[src/rtl/dmem_arbiter_if.sv]
// Data-memory arbiter bus bundle.
// Two requester ports, a lock hint and the memory side.
`ifndef ADDR_WIDTH
`define ADDR_WIDTH 10
`endif

interface dmem_arbiter_if #(
  parameter int ADDR_WIDTH = `ADDR_WIDTH,
  parameter int DATA_WIDTH = 32
);
  localparam int SW = DATA_WIDTH / 8;

  logic                  m0_req;
  logic                  m0_we;
  logic [ADDR_WIDTH-1:0] m0_addr;
  logic [DATA_WIDTH-1:0] m0_wdata;
  logic [SW-1:0]         m0_wstrb;
  logic                  m0_gnt;
  logic                  m0_rvalid;
  logic [DATA_WIDTH-1:0] m0_rdata;

  logic                  m1_req;
  logic                  m1_we;
  logic [ADDR_WIDTH-1:0] m1_addr;
  logic [DATA_WIDTH-1:0] m1_wdata;
  logic [SW-1:0]         m1_wstrb;
  logic                  m1_lock;
  logic                  m1_gnt;
  logic                  m1_rvalid;
  logic [DATA_WIDTH-1:0] m1_rdata;

  logic                  cpu_stall;

  logic                  mem_en;
  logic                  mem_we;
  logic [ADDR_WIDTH-1:0] mem_addr;
  logic [DATA_WIDTH-1:0] mem_wdata;
  logic [SW-1:0]         mem_wstrb;
  logic [DATA_WIDTH-1:0] mem_rdata;

  modport master (
    output m0_req, m0_we, m0_addr,
    output m0_wdata, m0_wstrb,
    output m1_req, m1_we, m1_addr,
    output m1_wdata, m1_wstrb, m1_lock,
    output mem_rdata,
    input  m0_gnt, m0_rvalid, m0_rdata,
    input  m1_gnt, m1_rvalid, m1_rdata,
    input  cpu_stall,
    input  mem_en, mem_we, mem_addr,
    input  mem_wdata, mem_wstrb
  );

  modport slave (
    input  m0_req, m0_we, m0_addr,
    input  m0_wdata, m0_wstrb,
    input  m1_req, m1_we, m1_addr,
    input  m1_wdata, m1_wstrb, m1_lock,
    input  mem_rdata,
    output m0_gnt, m0_rvalid, m0_rdata,
    output m1_gnt, m1_rvalid, m1_rdata,
    output cpu_stall,
    output mem_en, mem_we, mem_addr,
    output mem_wdata, mem_wstrb
  );
endinterface

[src/rtl/dmem_arbiter.sv]
// Round-robin data-memory arbiter, CPU vs host port.
// Same-cycle grant, bounded host lock, CPU stall on denial.
`ifndef ADDR_WIDTH
`define ADDR_WIDTH 10
`endif

module dmem_arbiter #(
  parameter int ADDR_WIDTH = `ADDR_WIDTH,
  parameter int DATA_WIDTH = 32,
  parameter int MAX_LOCK   = 4
) (
  input logic          clk,
  input logic          reset,
  dmem_arbiter_if.slave bus
);
  localparam int SW = DATA_WIDTH / 8;
  localparam int LW = $clog2(MAX_LOCK + 1);
  localparam logic [LW-1:0] LOCK_MAX =
    LW'(MAX_LOCK);

  logic          last_gnt;
  logic [LW-1:0] lock_cnt;
  logic [1:0]    rd_owner;

  logic locked;
  logic g0;
  logic g1;

  logic                  we_mux;
  logic [ADDR_WIDTH-1:0] addr_mux;
  logic [DATA_WIDTH-1:0] wdata_mux;
  logic [SW-1:0]         wstrb_mux;

  // Pick the winner: host lock first, else round-robin.
  always_comb begin
    locked = (lock_cnt != '0)
           && (lock_cnt < LOCK_MAX)
           && bus.m1_lock;
    g0 = bus.m0_req
       & (~bus.m1_req | (~locked & last_gnt));
    g1 = bus.m1_req
       & (~bus.m0_req | locked | ~last_gnt);
  end

  // Steer the winner's access onto the memory port.
  always_comb begin
    we_mux    = 1'b0;
    addr_mux  = '0;
    wdata_mux = '0;
    wstrb_mux = '0;
    unique case (1'b1)
      g0: begin
        we_mux    = bus.m0_we;
        addr_mux  = bus.m0_addr;
        wdata_mux = bus.m0_wdata;
        wstrb_mux = bus.m0_we ? bus.m0_wstrb : '0;
      end
      g1: begin
        we_mux    = bus.m1_we;
        addr_mux  = bus.m1_addr;
        wdata_mux = bus.m1_wdata;
        wstrb_mux = bus.m1_we ? bus.m1_wstrb : '0;
      end
      default: ;
    endcase
  end

  assign bus.m0_gnt    = g0;
  assign bus.m1_gnt    = g1;
  assign bus.cpu_stall = bus.m0_req & ~g0;
  assign bus.mem_en    = g0 | g1;
  assign bus.mem_we    = we_mux;
  assign bus.mem_addr  = addr_mux;
  assign bus.mem_wdata = wdata_mux;
  assign bus.mem_wstrb = wstrb_mux;
  assign bus.m0_rvalid = rd_owner[0];
  assign bus.m1_rvalid = rd_owner[1];
  assign bus.m0_rdata  = bus.mem_rdata;
  assign bus.m1_rdata  = bus.mem_rdata;

  // Track last winner, lock run length and read owner.
  always_ff @(posedge clk or posedge reset) begin
    if (reset) begin
      last_gnt <= 1'b1;
      lock_cnt <= '0;
      rd_owner <= '0;
    end else begin
      if (g0 | g1)
        last_gnt <= g1;
      if (g1 & bus.m1_lock)
        lock_cnt <= (lock_cnt == LOCK_MAX)
                  ? LOCK_MAX
                  : lock_cnt + 1'b1;
      else
        lock_cnt <= '0;
      rd_owner <= {g1 & ~bus.m1_we,
                   g0 & ~bus.m0_we};
    end
  end
endmodule

[src/flat_wrapper.sv]
// flat-port wrapper written by rule: the top's interface ports become plain ports
module dmem_arbiter_flat 
#(
  parameter int ADDR_WIDTH = `ADDR_WIDTH,
  parameter int DATA_WIDTH = 32,
  parameter int MAX_LOCK   = 4
)
  (clk, reset, bus_m0_req, bus_m0_we, bus_m0_addr, bus_m0_wdata, bus_m0_wstrb, bus_m1_req, bus_m1_we, bus_m1_addr, bus_m1_wdata, bus_m1_wstrb, bus_m1_lock, bus_mem_rdata, bus_m0_gnt, bus_m0_rvalid, bus_m0_rdata, bus_m1_gnt, bus_m1_rvalid, bus_m1_rdata, bus_cpu_stall, bus_mem_en, bus_mem_we, bus_mem_addr, bus_mem_wdata, bus_mem_wstrb);
  dmem_arbiter_if #(.ADDR_WIDTH(ADDR_WIDTH), .DATA_WIDTH(DATA_WIDTH)) bus_i ();
  input logic clk;
  input logic reset;
  input wire logic [$bits(bus_i.m0_req)-1:0] bus_m0_req;
  input wire logic [$bits(bus_i.m0_we)-1:0] bus_m0_we;
  input wire logic [$bits(bus_i.m0_addr)-1:0] bus_m0_addr;
  input wire logic [$bits(bus_i.m0_wdata)-1:0] bus_m0_wdata;
  input wire logic [$bits(bus_i.m0_wstrb)-1:0] bus_m0_wstrb;
  input wire logic [$bits(bus_i.m1_req)-1:0] bus_m1_req;
  input wire logic [$bits(bus_i.m1_we)-1:0] bus_m1_we;
  input wire logic [$bits(bus_i.m1_addr)-1:0] bus_m1_addr;
  input wire logic [$bits(bus_i.m1_wdata)-1:0] bus_m1_wdata;
  input wire logic [$bits(bus_i.m1_wstrb)-1:0] bus_m1_wstrb;
  input wire logic [$bits(bus_i.m1_lock)-1:0] bus_m1_lock;
  input wire logic [$bits(bus_i.mem_rdata)-1:0] bus_mem_rdata;
  output wire logic [$bits(bus_i.m0_gnt)-1:0] bus_m0_gnt;
  output wire logic [$bits(bus_i.m0_rvalid)-1:0] bus_m0_rvalid;
  output wire logic [$bits(bus_i.m0_rdata)-1:0] bus_m0_rdata;
  output wire logic [$bits(bus_i.m1_gnt)-1:0] bus_m1_gnt;
  output wire logic [$bits(bus_i.m1_rvalid)-1:0] bus_m1_rvalid;
  output wire logic [$bits(bus_i.m1_rdata)-1:0] bus_m1_rdata;
  output wire logic [$bits(bus_i.cpu_stall)-1:0] bus_cpu_stall;
  output wire logic [$bits(bus_i.mem_en)-1:0] bus_mem_en;
  output wire logic [$bits(bus_i.mem_we)-1:0] bus_mem_we;
  output wire logic [$bits(bus_i.mem_addr)-1:0] bus_mem_addr;
  output wire logic [$bits(bus_i.mem_wdata)-1:0] bus_mem_wdata;
  output wire logic [$bits(bus_i.mem_wstrb)-1:0] bus_mem_wstrb;
  assign bus_i.m0_req = bus_m0_req;
  assign bus_i.m0_we = bus_m0_we;
  assign bus_i.m0_addr = bus_m0_addr;
  assign bus_i.m0_wdata = bus_m0_wdata;
  assign bus_i.m0_wstrb = bus_m0_wstrb;
  assign bus_i.m1_req = bus_m1_req;
  assign bus_i.m1_we = bus_m1_we;
  assign bus_i.m1_addr = bus_m1_addr;
  assign bus_i.m1_wdata = bus_m1_wdata;
  assign bus_i.m1_wstrb = bus_m1_wstrb;
  assign bus_i.m1_lock = bus_m1_lock;
  assign bus_i.mem_rdata = bus_mem_rdata;
  assign bus_m0_gnt = bus_i.m0_gnt;
  assign bus_m0_rvalid = bus_i.m0_rvalid;
  assign bus_m0_rdata = bus_i.m0_rdata;
  assign bus_m1_gnt = bus_i.m1_gnt;
  assign bus_m1_rvalid = bus_i.m1_rvalid;
  assign bus_m1_rdata = bus_i.m1_rdata;
  assign bus_cpu_stall = bus_i.cpu_stall;
  assign bus_mem_en = bus_i.mem_en;
  assign bus_mem_we = bus_i.mem_we;
  assign bus_mem_addr = bus_i.mem_addr;
  assign bus_mem_wdata = bus_i.mem_wdata;
  assign bus_mem_wstrb = bus_i.mem_wstrb;
  dmem_arbiter #(.ADDR_WIDTH(ADDR_WIDTH), .DATA_WIDTH(DATA_WIDTH), .MAX_LOCK(MAX_LOCK)) u_core (.clk(clk), .reset(reset), .bus(bus_i));
endmodule
[config.mk]
export PLATFORM = sky130hd
export DESIGN_NAME = dmem_arbiter_flat
export DESIGN_NICKNAME = d
export VERILOG_FILES = /design/src/rtl/dmem_arbiter_if.sv /design/src/rtl/dmem_arbiter.sv /design/src/flat_wrapper.sv
export SDC_FILE = /design/constraint.sdc
export NUM_CORES = 1
export LEC_CHECK = 0
export CORE_AREA = 2 2 96 98
export CTS_CLUSTER_SIZE = 20
export DETAILED_ROUTE_END_ITERATION = 16
export DIE_AREA = 0 0 98 100
export GPL_TIMING_DRIVEN = 0
export SLEW_MARGIN = 20
export SYNTH_ARGS = -nofsm -noshare
export SYNTH_HDL_FRONTEND = slang
export SYNTH_SLANG_ARGS = --single-unit
[constraint.sdc]
create_clock -name clk -period 4.2 [get_ports clk]
set_clock_uncertainty 0.15 [all_clocks]
set_input_delay 0.84 -clock clk [delete_from_list [all_inputs] [get_ports clk]]
set_output_delay 0.84 -clock clk [all_outputs]
set_load 0.02 [all_outputs]
* Word level (Yosys, flattened, before mapping)
Index checks and enable logic that the tools add are counted.
** Storage, ports and cells
- Input port bits :: 131
- Output and inout port bits :: 117
- Register bits :: 6
- Word-level logic and storage cells :: 35
** Operators by class
- Multiplexer cells :: 8
- Eq/ne operators :: 1
- Bitwise operators :: 18
- $add $sub $neg :: 1
- Magnitude comparators :: 1
- Reduce and logical (&&, ||, !) cells :: 3
** Operator list (number)
- $pmux 32 s2 :: 1
- $pmux 10 s2 :: 1
- $mux 4 :: 2
- $pmux 4 s2 :: 1
- $and 1x1->1 :: 7
- $not 1->1 :: 7
- $mux 3 :: 2
- $or 1x1->1 :: 4
- $add 3x1->3 const B :: 1
- $eq 3x3->1 const B :: 1
- $lt 3x3->1 const B :: 1
- $reduce_bool 3->1 :: 1
- $logic_and 1x1->1 :: 2
- $pmux 1 s2 :: 1

* Logic depth before layout (Yosys ltp)
- Word-level depth :: 9
- Gate-level depth with buffers :: 7
- Gate-level depth less buffers :: 5

* Worst setup path after synthesis
Ideal clock, no wire load.
- Path kind :: input port to output port
- Start :: input bus_m1_req
- End :: output bus_mem_wstrb[0]
- Setup slack :: 1.364 ns
- Arrival time :: 1.846 ns
- Required time :: 3.210 ns
- Path buffers :: 2
- Cell stages on the path :: 5
- Path through :: and4bb_4 > a211o_1 > buf_6 > buf_6 > a32o_1
** On the way
- Word-level cells in the longest chain between the ends :: 4
- Elaborated cells on any way between the ends :: 5
- Those cells by class :: mux (1); bitwise (4)
** RTL lines
- from (decl) :: RTL line flat_wrapper.sv:17 : input wire logic [$bits(bus_i.m1_req)-1:0] bus_m1_req;
- $not 1->1 :: RTL line dmem_arbiter.sv:40 : & (~bus.m1_req | (~locked & last_gnt));
- $or 1x1->1 :: RTL line dmem_arbiter.sv:40
- $and 1x1->1 :: RTL line dmem_arbiter.sv:40
- $pmux 4 s2 * :: RTL line dmem_arbiter.sv:51 : unique case (1'b1)
- to (decl) :: RTL line flat_wrapper.sv:35 : output wire logic [$bits(bus_i.mem_wstrb)-1:0] bus_mem_wstrb;
Every way passes the cells marked *; elsewhere a longest branch is shown, timed or not.

* Final worst setup path
- Start :: input bus_m1_req
- End :: output bus_mem_wstrb[2]
The elaborated chain is that of the path after synthesis.

==> summary.txt <==
Hold path
  • Hold Path Class: register to register
  • Min-Delay Path Depth: 1
  • Hold Path Sink: u_core.last_gnt$_DFFE_PP1P_
  • Min-delay src: u_core.last_gnt$_DFFE_PP1P_

Yosys
  • Synthesized cell area: 1310 um2
  • Post-Syn Area per Cell: 8.68 um2
  • Distinct cells, synth: 22
  • Gate Count Post-Synth: 151
  • Asr flop ratio synth: 1.00
  • Synth Register Bits: 6
  • Mapped Nets: 284
  • Register area share after synthesis: 0.115
  • Main flop type after synthesis: dfrtp_1
  • Post-synth EDFFs: 0
  • Yosys warnings: 0

Cells and area
  • ANT cells: 0
  • Layout cells sized above 1: 0.231
  • Nets@finish: 507
  • Area delta synth->final: 181%
  • Fillers: 893
  • Multi-input logic area: 584 um2
  • Layout Cells excl Fill: 484
  • Register Area: 151 um2
  • Post-layout util: 0.414

Route
  • Routed Antenna Nets: 0
  • Violation count after the first detailed-routing iteration: 31
  • DRC violations left: 0
  • Via count: 1919
  • Vias per Instance: 3.96
  • Mean routed wirelength per cell: 13.8 um
  • Routed wire length: 6.67 mm
  • Drt first pass iters: 4

Global route
  • GRT Total Usage: 0.124
  • Pin count of the biggest net entering global routing: 11
  • Vias in the first global route: 1934
  • Initial antenna violation count: 0
  • Remaining Overflow, GRT: 0
  • First-pass GRT wire length: 9.96 mm

Clock network
  • Clk_lat worst skew: 230 ps
  • CTS tree: done
  • Clock slew at reported path FFs: 40 ps
  • Root Driver: clkbuf_8
  • Max H-tree Level: 1
  • Clock sink count: 6
  • Max Root-Sink Buffers: 2
  • CTS buffer count: 3

Timing
  • FMAX: 252 MHz
  • Tmin final: 3970 ps
  • RSZ-0062 raised after global routing: false
  • Max-slew headroom: 0.649
  • Endpoints failing setup: 0
  • Least-Margin Pin Slew: 522 ps
  • Pins Over Slew Limit: 0
  • Final Hold Viols: 0
  • Period utilization: 0.946
  • Setup ws final: 226 ps

Placement
  • Dpl cells: 477
  • Place WS: -99.6 ps
  • Final GP Congestion: 0.739
  • Input/output buffers: 215
  • Post-DP HPWL: 5.94 mm

Floorplanning
  • # IOs: 248
  • Std-Cell Rows: 35
  • Die footprint: 9800 um2
  • Starting Density: 0.148
  • Core ar.: 8890 um2
  • Die W: 98 um
  • Die H: 100 um

Critical path
  • Reg-to-reg slack, setup: 2370 ps
  • CP max-delay cell: clkdlybuf4s50_1
  • Crit path cell chain: clkdlybuf4s50_1 -> nor2b_2 -> a211o_1 -> buf_6 -> buf_6 -> a32o_1 -> clkdlybuf4s50_1
  • Setup crit end kind: primary output
  • Maximum fanout along the worst path: 10
  • R2R depth: 7
  • Crit-path max cell delay: 610 ps
  • R2r startpoint: u_core.lock_cnt[0]$_DFF_PP0_
  • Arrival time of the worst setup path: 2980 ps
  • Kind of critical path: primary input to primary output
  • CP startpoint kind: primary input
  • WP data required: 3210 ps
  • R2r endpoint: u_core.lock_cnt[2]$_DFF_PP0_

Power
  • Pleak: 1.58 nW
  • Pwr dens: 207 nW/um2
  • Maximum VDD drop: 0.0702 mV

Job
  • Max-cap viol count: 0

Status
  • Status: finished clean
==> per-stage QoR <==
stage               instance area (um2)  hold WS, ps  total power (W)  TNS [ps]
finish                             3680          439         0.000764         0
global route                       3680          455         0.000806         0
CTS                                3650          435         0.000769         0
detailed placement                 3600          426         0.000672     -1600
global placement                   3600          424         0.000668     -1220
floorplan                          1310          404         0.000361         0
==> synthesized netlist by cell type, types with 2 or more instances <==
library cell  count  area, um2
buf_2             4       20.0
and4_1            2       17.5
buf_6             6       67.6
dfrtp_1           5        125
ha_1              2       25.0
inv_1             6       22.5
nor2b_1           2       12.5
a32o_1            4       40.0
a22o_1           43        377
nor4_1            2       12.5
buf_4            64        480
==> cell type report <==
cell class,instances,area share
clock buffers,4,0.0122
inverters,6,0.00611
well taps,111,0.0377
multi-input cells,65,0.159
plain buffers,74,0.154
flip-flops and latches,6,0.0411
repair buffers,218,0.590
==> how the worst max path moves through the flow <==
stage                     cells after the start  slack (ps)        from                 to
final                                         7         230  bus_m1_req   bus_mem_wstrb[2]
after global routing                          7          90  bus_m1_req   bus_mem_wstrb[2]
after CTS                                     5          60  bus_m1_req   bus_mem_wstrb[2]
after detailed placement                      6        -100  bus_m1_req  bus_mem_wdata[10]
after global placement                        6         -90  bus_m1_req  bus_mem_wdata[10]
after floorplan                               5        1360  bus_m1_req   bus_mem_wstrb[0]
==> where the power goes <==
part           switching, W  internal (W)  total [W]
sequential       0.00000309     0.0000643  0.0000674
combinational      0.000255      0.000349   0.000604
clock             0.0000273     0.0000655  0.0000928
==> cells in the final DEF (no fill, tap or decap), drive strengths merged <==
| cell type | netlist | routed |
|---|---|---|
| o31ai | 1 | 1 |
| a21o | 1 | 1 |
| nand3b | 1 | 1 |
| ha | 2 | 2 |
| and4 | 2 | 2 |
| a211o | 1 | 1 |
| buf | 74 | 77 |
| and3 | 1 | 1 |
| nor4 | 2 | 2 |
| nor2b | 2 | 2 |
| nor3 | 1 | 1 |
| a22o | 43 | 43 |
| or2 | 1 | 1 |
| and4bb | 1 | 1 |
| inv | 6 | 6 |
| dfrtp | 5 | 5 |
| nand2 | 1 | 1 |
| o2111a | 1 | 1 |
| clkdlybuf4s50 | 0 | 215 |
| dfstp | 1 | 1 |
| a32o | 4 | 4 |
| clkbuf | 0 | 4 |
==> sequential cells by signal, summed over array words and instances, names as in the netlist <==
register	flops
u_core.last_gnt	1
u_core.lock_cnt	3
u_core.rd_owner	2
==> repair_timing <==
action,in CTS,in global routing
hold buffers,0,0
setup endpoints to repair,39,14
gates resized for setup,1,2
buffers inserted,0,3
pin swaps,0,1
==> cells by family after synthesis <==
| family | synth area share |
|---|---|
| buf+inv | 0.450 |
| compound gates | 0.344 |
| simple gates | 0.0706 |
| flops | 0.115 |
| fa+ha+maj | 0.0191 |
==> routing by layer <==
| layer | share of wire | track usage | wire length (um) | up-vias |
|---|---|---|---|---|
| met2 | 0.52 | 0.230 | 3480 | 133 |
| li1 | - | - | - | 939 |
| met1 | 0.38 | 0.148 | 2500 | 840 |
| met5 | 0 | 0 | 0 | - |
| met3 | 0.094 | 0.0286 | 630 | 7 |
| met4 | 0.0076 | 0.0192 | 51 | 0 |
==> critical path, delay by kind of cell <==
family	cells	cell delay, ps
and+or+nand+nor	1	310
AOI/OAI and AO/OA	2	360
buffers and inverters	4	1460
No activity file was read; power rests on OpenSTA's default activity.
